--- config.mk ---
export PLATFORM = sky130hd
export DESIGN_NAME = tff_counter_flat
export DESIGN_NICKNAME = d
export VERILOG_FILES = /design/src/rtl/tff_counter_if.sv /design/src/rtl/tff_counter.sv /design/src/flat_wrapper.sv
export SDC_FILE = /design/constraint.sdc
export NUM_CORES = 1
export LEC_CHECK = 0
export BUFFER_PORTS_ARGS = -buffer_cell sky130_fd_sc_hd__clkbuf_2
export CAP_MARGIN = 10
export CORE_MARGIN = 1
export CORE_UTILIZATION = 45
export DETAILED_ROUTE_END_ITERATION = 8
export PLACE_DENSITY = 0.83
export RECOVER_POWER = 50
export SKIP_CTS_REPAIR_TIMING = 1
export SYNTH_ARGS = -nofsm -noshare
export SYNTH_HDL_FRONTEND = slang
export SYNTH_SLANG_ARGS = --single-unit
--- constraint.sdc ---
create_clock -name clk -period 1.7 [get_ports clk]
set_input_delay 0.17 -clock clk [delete_from_list [all_inputs] [get_ports clk]]
set_output_delay 0.17 -clock clk [all_outputs]
set_load 0.02 [all_outputs]
--- src/rtl/tff_counter_if.sv ---
// tff_counter_if: control/status bundle for tff_counter.
//   en, mode, t, d, clr_ovf : requests driven by the master
//   q, tc, ovf              : registered status returned by the slave (the counter)
// clk and rst are not part of the bundle; they stay plain ports on the counter.
interface tff_counter_if #(
    parameter int unsigned WIDTH = 8
);
    logic             en;
    logic [1:0]       mode;
    logic [WIDTH-1:0] t;
    logic [WIDTH-1:0] d;
    logic             clr_ovf;
    logic [WIDTH-1:0] q;
    logic             tc;
    logic             ovf;

    modport master (
        output en, mode, t, d, clr_ovf,
        input  q, tc, ovf
    );

    modport slave (
        input  en, mode, t, d, clr_ovf,
        output q, tc, ovf
    );
endinterface

--- src/rtl/tff_counter.sv ---
// tff_counter: WIDTH-bit toggle / up / down / load register built from T flip-flops.
// Ports:
//   clk  rising-edge clock
//   rst  synchronous active-high reset (q=RST_VAL, tc=0, ovf=0)
//   bus  tff_counter_if.slave:
//        en      operation enable (0 holds q)
//        mode    00 toggle by t, 01 count up, 10 count down, 11 load d
//        t, d    toggle mask / parallel load data
//        clr_ovf clears the sticky overflow flag (a same-cycle terminal event wins)
//        q       register value
//        tc      one-cycle registered terminal-count flag
//        ovf     sticky registered overflow/underflow flag
// SATURATE=0 wraps at the terminal value, SATURATE=1 holds there.
module tff_counter #(
    parameter int unsigned          WIDTH    = 8,
    parameter bit                   SATURATE = 1'b0,
    parameter logic [WIDTH-1:0]     RST_VAL  = '0
) (
    input  logic         clk,
    input  logic         rst,
    tff_counter_if.slave bus
);
    logic [WIDTH-1:0] cnt_q, cnt_d;
    logic             tc_q, ovf_q, ovf_d;
    logic [WIDTH-1:0] up_tgl, dn_tgl;
    logic             all_ones, all_zero;
    logic             term;

    assign all_ones = &cnt_q;
    assign all_zero = ~|cnt_q;

    // Toggle enables of a synchronous T-FF counter: bit i flips when every lower bit
    // is 1 (up) or 0 (down). Bit 0 always flips.
    always_comb begin
        logic up_c;
        logic dn_c;
        up_c = 1'b1;
        dn_c = 1'b1;
        for (int i = 0; i < WIDTH; i++) begin
            up_tgl[i] = up_c;
            dn_tgl[i] = dn_c;
            up_c = up_c & cnt_q[i];
            dn_c = dn_c & ~cnt_q[i];
        end
    end

    always_comb begin
        cnt_d = cnt_q;
        term  = 1'b0;
        if (bus.en) begin
            case (bus.mode)
                2'b00: cnt_d = cnt_q ^ bus.t;
                2'b01: begin
                    term = all_ones;
                    // At all-ones the toggle mask is all ones too, so wrapping to 0 is free.
                    if (!(term && SATURATE)) cnt_d = cnt_q ^ up_tgl;
                end
                2'b10: begin
                    term = all_zero;
                    if (!(term && SATURATE)) cnt_d = cnt_q ^ dn_tgl;
                end
                default: cnt_d = bus.d;
            endcase
        end
    end

    // Set beats clear when both occur in the same cycle.
    assign ovf_d = term | (ovf_q & ~bus.clr_ovf);

    always_ff @(posedge clk) begin
        if (rst) begin
            cnt_q <= RST_VAL;
            tc_q  <= 1'b0;
            ovf_q <= 1'b0;
        end else begin
            cnt_q <= cnt_d;
            tc_q  <= term;
            ovf_q <= ovf_d;
        end
    end

    assign bus.q   = cnt_q;
    assign bus.tc  = tc_q;
    assign bus.ovf = ovf_q;
endmodule
--- src/flat_wrapper.sv ---
// flat-port wrapper written by rule: the top's interface ports become plain ports
module tff_counter_flat 
#(
    parameter int unsigned          WIDTH    = 8,
    parameter bit                   SATURATE = 1'b0,
    parameter logic [WIDTH-1:0]     RST_VAL  = '0
)
  (clk, rst, bus_en, bus_mode, bus_t, bus_d, bus_clr_ovf, bus_q, bus_tc, bus_ovf);
  tff_counter_if #(.WIDTH(WIDTH)) bus_i ();
  input  logic clk;
  input  logic rst;
  input wire logic [$bits(bus_i.en)-1:0] bus_en;
  input wire logic [$bits(bus_i.mode)-1:0] bus_mode;
  input wire logic [$bits(bus_i.t)-1:0] bus_t;
  input wire logic [$bits(bus_i.d)-1:0] bus_d;
  input wire logic [$bits(bus_i.clr_ovf)-1:0] bus_clr_ovf;
  output wire logic [$bits(bus_i.q)-1:0] bus_q;
  output wire logic [$bits(bus_i.tc)-1:0] bus_tc;
  output wire logic [$bits(bus_i.ovf)-1:0] bus_ovf;
  assign bus_i.en = bus_en;
  assign bus_i.mode = bus_mode;
  assign bus_i.t = bus_t;
  assign bus_i.d = bus_d;
  assign bus_i.clr_ovf = bus_clr_ovf;
  assign bus_q = bus_i.q;
  assign bus_tc = bus_i.tc;
  assign bus_ovf = bus_i.ovf;
  tff_counter #(.WIDTH(WIDTH), .SATURATE(SATURATE), .RST_VAL(RST_VAL)) u_core (.clk(clk), .rst(rst), .bus(bus_i));
endmodule
==> impl_metrics.csv, run 1 <==
group,metric,value,unit
status,outcome,"completed",
synth,syn_avg_cell_area,7.392,sq um
sta,fin_tns_setup,0,ns
sta,fin_ws,0.02939,ns
power,leakagePower,0.5264,nW
power,internal-power,0.4776,mW
clock_tree,h-tree-depth,1,
finish,drive_above_1_share,31.98,%
sta,fin_crit_sh,98.27,%
synth,netlist_area,960.9,sq um
synth,synth_enable_flop_cells,0,
drt,wire_per_inst,15.67,um
synth,ys_seq_area_share,20.83,%
critical_path,path_max_fanout,3,
synth,synth_nets,156,
synth,ys_seq_elements,10,
drt,drt_first_pass_iters,5,
critical_path,endpoint_kind,"flop",
grt,antenna_found_initial,0,
drt,first_iter_violations,68,
synth,synth_area_leader_cell,"dfxtp_1",
finish,syn_to_final_growth,31.38,%
sta,relSlewSlack,68.53,%
worst_hold_path,min_path_type,"in -> reg",
critical_path,crit_buf_inv,0,
drt,ant_nets,0,
power,pwr-share-comb,39.4,%
sta,period_needed,1.671,ns
grt,grt_pass1_wl,4892,um
synth,synth_top_area_share,20.83,%
synth,yosysWarnings,0,
clock_tree,clkSinkCount,10,
power,ir_worst_vdd,0.3854,mV
sta,finClkSkew,0.002736,ns
clock_tree,cts_buffers,3,
sta,fmax,598.6,MHz
placed_design,hpwl,2212,um
sta,drv_slew,0,
synth,syn_inst,130,
critical_path,path_delay_family,"simple AND/OR/NAND/NOR gates",
sta,tightest_slew,0.4720,ns
die,die_h,48.21,um
die,dieArea,2324,sq um
drt,post-route-drc-count,0,
power,power,0.7501,mW
clock_tree,cts.clk_slew.worst_paths,0.07,ns
die,row_count,16,
synth,synth.area.top_cells,"dfxtp_1 21%, a21oi_1 5.7%, ha_1 5.2%",
drt,wl_met3,281,um
sta,hold_viol_final,0,
drt,drt_wl_total,3118,um
grt,track_usage,30.65,%
critical_path,cp_cell_sequence,"or3b_4 -> or3_4 -> and3_1 -> or3_1",
clock_tree,root_buffer,"clkbuf_4",
clock_tree,clock_latency,0.28,ns
placed_design,place_ws,-0.1574,ns
power,p_per_area,594.1,nW/um^2
placed_design,portBuffers,31,
drt,wl_met1,1171,um
critical_path,startpoint_type,"flop",
critical_path,slowest_delay,0.39,ns
sta,setup_violations,0,
finish,final_nets,199,
critical_path,cp_slowest_cell,"or3b_4",
synth,synth-main-ff-cell,"dfxtp_1",
power,swShare,36.33,%
critical_path,critPathRequiredTime,1.86,ns
critical_path,arrival,1.83,ns
drt,wl_met2,1522,um
die,die_w,48.21,um
grt,grt_max_degree,16,
synth,yosysUniqueCellTypes,44,
drt,avgViaCountPerCell,6.266,
die,start_util,48.48,%
power,p_seq_share,35.8,%
flow_run,cap_violations,0,
drt,vias,1247,
sta,rsz0062_at_grt,"true",
die,io_pins,32,
die,core_area,1982,sq um
critical_path,crit_type,"reg -> reg",
finish,diodes,0,
synth,async_flop_share,0,%
clock_tree,cts_tree,"built",
grt,grt_overflow,0,
power,power_frac_clock,24.9,%
clock_tree,cts_buffer_depth,2,
placed_design,gp_congestion,0.9147,
drt,highest_layer,"met4",
grt,grt_pass1_vias,1088,
power,p_switching,0.2725,mW
## worst reg2reg max path: cells and delay by family, from the launching register on
kind	cells	cell delay, ns
AND/OR/NAND/NOR	4	1.24
flip-flops	1	0.32
## power groups by stage
stage	clock network [mW]	registers [mW]	logic [mW]
after global placement	0	0.271	0.274
after detailed placement	0	0.273	0.287
final	0.187	0.268	0.295
after floorplan	0	0.289	0.157
after global routing	0.198	0.272	0.319
after CTS	0.189	0.268	0.290
## registers in the layout (all words and copies together) (netlist names)
| register | cells |
|---|---|
| u_core.bus.ovf | 1 |
| u_core.bus.q | 8 |
| u_core.bus.tc | 1 |
## worst paths after layout
check             startpoint         endpoint  slack [ns]  depth (start not counted)
max          u_core.bus.q[0]  u_core.bus.q[6]        0.03                          4
min                 bus_d[1]  u_core.bus.q[1]        0.16                          3
max reg2reg  u_core.bus.q[0]  u_core.bus.q[6]        0.03                          4
min reg2reg   u_core.bus.ovf   u_core.bus.ovf        0.49                          2
## through the flow
| stage | utilization (%) | hold WS [ns] | cells | cell area, sq um |
|---|---|---|---|---|
| after global placement | 62.63 | 0.4320 | 195 | 1241 |
| after detailed placement | 62.63 | 0.4508 | 195 | 1241 |
| after floorplan | - | 0.3410 | 130 | 973.4 |
| final | 63.70 | 0.1565 | 199 | 1262 |
| after CTS | 63.95 | 0.1626 | 199 | 1267 |
| after global routing | 63.70 | 0.1790 | 199 | 1262 |
## synthesized netlist by cell type (3+ instances only)
| cell | number |
|---|---|
| o211ai_1 | 3 |
| inv_1 | 8 |
| nand3_1 | 5 |
| nand2b_1 | 3 |
| xnor2_1 | 3 |
| a21oi_1 | 11 |
| nand2_1 | 6 |
| dfxtp_1 | 10 |
| o21ai_0 | 9 |
| and3_1 | 5 |
| clkbuf_1 | 9 |
| nor2_1 | 8 |
| ha_1 | 4 |
## metal layers
layer | track usage (%) | vias up
li1 | - | 574
met1 | 35.76 | 558
met2 | 52.00 | 94
met3 | 4.815 | 21
met4 | 18.89 | 0
met5 | 0 | -
## kinds of logic after synthesis
kind of cell / count (synthesis) / share of synthesized area (%)
AOI/OAI and AO/OA: 40 / 26.82
xor gates and xnor gates: 3 / 2.735
adders and majority gates: 4 / 5.209
buffers and inverters: 19 / 8.333
DFF: 10 / 20.83
muxes: 1 / 1.042
and+or+nand+nor: 53 / 35.03
## layout make-up
class	instances	area (sq um)
timing repair buffer	49	279.0
multi-input combinational	101	686.9
sequential	10	206.4
inverter	8	30.03
clock buffer	4	26.28
fill	176	719.4
tap	27	33.78
## layout by cell type, fill, tap and decap left out, types with 6 or more instances in the layout
| cell type | synthesis | layout |
|---|---|---|
| clkbuf_2 | 0 | 22 |
| buf_4 | 0 | 18 |
| a21oi_1 | 11 | 11 |
| clkbuf_1 | 9 | 10 |
| o21ai_0 | 9 | 9 |
| inv_1 | 8 | 8 |
| nor2_1 | 8 | 8 |
| dfxtp_1 | 10 | 7 |
| nand2_1 | 6 | 6 |
(Power assumes the default switching activity.)
==> inputs of run 2 (changes only) <==
CORE_UTILIZATION = 47   (was 45)
CTS_BUF_LIST = sky130_fd_sc_hd__clkbuf_4 sky130_fd_sc_hd__clkbuf_8   (was default)
PLACE_DENSITY = 0.86   (was 0.83)
==> run 2 against run 1 <==
Net effect: routed wire length fell by 5.1%; total power rose by 6.0%; die area fell by 4.1%; sequential share of layout area fell by 0.33 points; worst hold slack got worse by 0.015 ns; sequential power barely moved; global-route usage fell by 0.19 points; worst setup slack improved by 0.046 ns; clock-buffer cell count did not move; critical path depth did not move; design area rose by 2.1%; maximum frequency rose by 2.8%.
==> impl_metrics.csv, run 2 (synthesized netlist as in run 1, its figures left out) <==
group,metric,value,unit
status,outcome,"completed",
critical_path,cp_cell_sequence,"or3b_4 -> or3_4 -> and3_1 -> or3_1",
finish,final_cell_mix,"22 x clkbuf_2, 20 x buf_4, 11 x a21oi_1",
die,start_util,52.78,%
die,die_h,47.22,um
critical_path,path_delay_family,"simple AND/OR/NAND/NOR gates",
grt,grt_max_degree,16,
clock_tree,cts_tree,"built",
placed_design,place_area,1261,sq um
power,p_per_area,616.8,nW/um^2
sta,finClkSkew,0.005651,ns
critical_path,critPathRequiredTime,1.87,ns
sta,drv_slew,0,
die,core_area,1821,sq um
clock_tree,h-tree-depth,1,
grt,antenna_found_initial,0,
clock_tree,root_buffer,"clkbuf_4",
placed_design,portBuffers,31,
placed_design,gp_congestion,0.9068,
clock_tree,cts.clk_slew.worst_paths,0.08,ns
drt,avgViaCountPerCell,6.030,
power,leakagePower,0.5424,nW
sta,relSlewSlack,70.70,%
die,row_count,15,
clock_tree,cts_buffer_depth,2,
sta,fmax,615.5,MHz
finish,largest_reg_flops,8,
critical_path,path_max_fanout,2,
critical_path,arrival,1.79,ns
critical_path,crit_type,"reg -> reg",
clock_tree,cts_buffers,3,
drt,wire_per_inst,14.80,um
finish,diodes,0,
finish,syn_to_final_growth,34.11,%
sta,setup_violations,0,
grt,grt_pass1_vias,1109,
grt,grt_overflow,0,
drt,first_iter_violations,29,
clock_tree,clkSinkCount,10,
die,io_pins,32,
finish,drive_above_1_share,33.14,%
drt,post-route-drc-count,0,
power,ir_worst_vdd,0.3731,mV
worst_hold_path,min_path_type,"in -> reg",
die,dieArea,2229,sq um
finish,final_nets,202,
sta,period_needed,1.625,ns
critical_path,cp_slowest_cell,"or3b_4",
sta,rsz0062_at_grt,"false",
grt,grt_pass1_wl,4747,um
drt,ant_nets,0,
critical_path,crit_buf_inv,0,
sta,fin_tns_setup,0,ns
finish,final_common_cell,"clkbuf_2",
sta,hold_viol_final,0,
placed_design,hpwl,2237,um
critical_path,endpoint_kind,"flop",
flow_run,cap_violations,0,
finish,fill_cells,160,
die,die_w,47.22,um
clock_tree,clock_latency,0.28,ns
finish,fin_area,1289,sq um
grt,track_usage,30.46,%
critical_path,slowest_delay,0.39,ns
drt,drt_wl_total,2960,um
drt,drt_first_pass_iters,4,
critical_path,startpoint_type,"flop",
sta,fin_crit_sh,95.58,%
sta,tightest_slew,0.4395,ns
drt,vias,1206,
-- run 2: changes by cell type in the layout (fill, tap and decap cells not counted), sizes merged --
cell,previous run,this run
buf,18,20
clkbuf,35,36
-- run 2: area by class of cell --
class | count | area, sq um | area share [%]
Sequential cell | 10 | 206.4 | 16.02
Clock buffer | 4 | 36.28 | 2.816
Timing Repair Buffer | 52 | 297.8 | 23.11
Multi-Input combinational cell | 101 | 686.9 | 53.30
Inverter | 8 | 30.03 | 2.330
Tap cell | 25 | 31.28 | 2.427
-- run 2: worst reg2reg max path: stages (launching register included) --
cell and delay, ns:
dfxtp_2 0.33, or3b_4 0.39, or3_4 0.37, and3_1 0.14
or3_1 0.29
-- run 2: report_power, final --
| group | internal (mW) | total [mW] | switching (mW) |
|---|---|---|---|
| Clock | 0.130 | 0.229 | 0.0988 |
| Combinational | 0.141 | 0.298 | 0.157 |
| Sequential | 0.250 | 0.267 | 0.0173 |
-- run 2: per-layer routing --
metal  part of all wire, %  global-route usage, %  vias to the layer above
met5                     0                      0                        -
met4                   2.4                  14.29                        0
met3                   5.3                  3.462                       10
met2                    49                  53.06                       55
met1                    43                  37.10                      565
li1                      -                      -                      576
-- run 2: worst paths after layout --
| check | from | to | slack, ns | depth (start not counted) |
|---|---|---|---|---|
| hold / removal | bus_d[1] | u_core.bus.q[1] | 0.14 | 3 |
| setup reg to reg | u_core.bus.q[0] | u_core.bus.q[6] | 0.08 | 4 |
| hold reg to reg | u_core.bus.ovf | u_core.bus.ovf | 0.48 | 2 |
| setup / recovery | u_core.bus.q[0] | u_core.bus.q[6] | 0.08 | 4 |
-- run 2: per-stage QoR --
step	worst slack (ns)	util [%]	hold slack, ns	power, mW	instances
floorplan	-0.04842	-	0.3410	0.4462	130
global placement	-0.08163	69.28	0.4293	0.5520	196
detailed placement	-0.1638	69.28	0.4394	0.5662	196
CTS	-0.01199	71.27	0.1407	0.7931	200
global route	0.03695	70.79	0.1496	0.8391	200
finish	0.07522	70.79	0.1419	0.7949	200
==> inputs of run 3 (changes only) <==
PLACE_DENSITY = default   (was 0.86)
PLACE_DENSITY_LB_ADDON = 0.15   (was default)
==> run 3 against run 2 <==
Net effect: global-route usage decreased by 2.1 points; clock skew is 0.0012 ns higher; via count shrank 1.7%; routed wire length decreased by 6.6%; cell count shrank 1.5%; flip-flop and latch count is the same; critical path depth is the same; die area unchanged.
==> impl_metrics.csv, run 3 (synthesized netlist as in run 1, its figures left out) <==
group,metric,value,unit
drt,post-route-drc-count,0,
grt,grt_pass1_wl,4471,um
critical_path,endpoint_kind,"flop",
drt,wire_per_inst,14.04,um
die,row_count,15,
sta,period_needed,1.647,ns
power,power,0.7494,mW
drt,drt_first_pass_iters,4,
finish,final_cell_mix,"21 x clkbuf_2, 18 x buf_4, 11 x a21oi_1",
critical_path,cp_cell_sequence,"or3b_4 -> or3_4 -> and3_1 -> or3_1",
sta,rsz0062_at_grt,"false",
die,die_h,47.22,um
placed_design,dp.cells,193,
sta,hold_viol_final,0,
drt,first_iter_violations,33,
finish,syn_to_final_growth,31.38,%
sta,fin_tns_setup,0,ns
finish,fin_area,1262,sq um
finish,final_nets,199,
sta,relSlewSlack,69.69,%
die,start_util,52.78,%
worst_hold_path,min_path_type,"in -> reg",
power,leakagePower,0.5270,nW
placed_design,place_area,1239,sq um
clock_tree,cts_tree,"built",
sta,setup_violations,0,
clock_tree,h-tree-depth,1,
finish,diodes,0,
placed_design,hpwl,2110,um
status,outcome,"completed",
grt,grt_max_degree,16,
clock_tree,cts.clk_slew.worst_paths,0.07,ns
sta,fin_ws,0.05322,ns
grt,antenna_found_initial,0,
placed_design,gp_congestion,0.9250,
clock_tree,cts_buffers,3,
finish,largest_reg_flops,8,
sta,fmax,607.2,MHz
critical_path,critPathRequiredTime,1.85,ns
die,core_area,1821,sq um
critical_path,arrival,1.80,ns
critical_path,path_max_fanout,3,
drt,vias,1186,
finish,final_common_cell,"clkbuf_2",
power,ir_worst_vdd,0.5754,mV
clock_tree,clock_latency,0.27,ns
sta,fin_crit_sh,96.87,%
critical_path,slowest_delay,0.39,ns
critical_path,crit_type,"reg -> reg",
finish,layoutNonFillerInstCount,197,
die,die_w,47.22,um
critical_path,startpoint_type,"flop",
flow_run,cap_violations,0,
die,dieArea,2229,sq um
clock_tree,root_buffer,"clkbuf_4",
clock_tree,clkSinkCount,10,
grt,track_usage,28.36,%
clock_tree,cts_buffer_depth,2,
finish,fin_util,69.35,%
grt,grt_pass1_vias,1060,
sta,drv_slew,0,
grt,grt_overflow,0,
sta,whs,0.1484,ns
sta,finClkSkew,0.006817,ns
power,p_per_area,593.6,nW/um^2
die,io_pins,32,
placed_design,portBuffers,31,
critical_path,cp_slowest_cell,"or3b_4",
drt,avgViaCountPerCell,6.020,
finish,drive_above_1_share,31.98,%
drt,drt_wl_total,2766,um
placed_design,place_ws,-0.2133,ns
sta,tightest_slew,0.4546,ns
drt,ant_nets,0,
-- run 3: cell types whose count changed in the layout (fill, tap and decap cells not counted), sizes merged --
cell	previous run	this run
buf	20	18
clkbuf	36	35
-- run 3: layout make-up --
class                      instances  area [sq um]
tap                               25         31.28
inverter                           8         30.03
fill                             165         558.0
sequential                        10         206.4
timing repair buffer              49         277.8
clock buffer                       4         30.03
multi-input combinational        101         686.9
-- run 3: critical path, delay by kind of cell (launching register included) --
kind / cells / cell delay (ns)
AND/OR/NAND/NOR: 4 / 1.20
flip-flops: 1 / 0.33
-- run 3: power breakdown --
part / total, mW / switching [mW] / internal (mW) / leakage, nW
combinational: 0.288 / 0.153 / 0.136 / 0.425
sequential: 0.266 / 0.0162 / 0.250 / 0.0832
clock: 0.194 / 0.0876 / 0.107 / 0.0184
-- run 3: final timing paths --
path	slack, ns	cells past startpoint	end	start
setup / recovery	0.05	4	u_core.bus.q[6]	u_core.bus.q[0]
hold / removal	0.15	3	u_core.bus.q[1]	bus_d[1]
setup reg to reg	0.05	4	u_core.bus.q[6]	u_core.bus.q[0]
hold reg to reg	0.48	2	u_core.bus.ovf	u_core.bus.ovf
-- run 3: layer usage --
metal | track usage, % | vias to the layer above | wire, um
li1 | - | 573 | -
met1 | 34.70 | 559 | 1155
met2 | 45.83 | 50 | 1422
met3 | 7.308 | 4 | 165
met4 | 14.29 | 0 | 23
met5 | 0 | - | 0
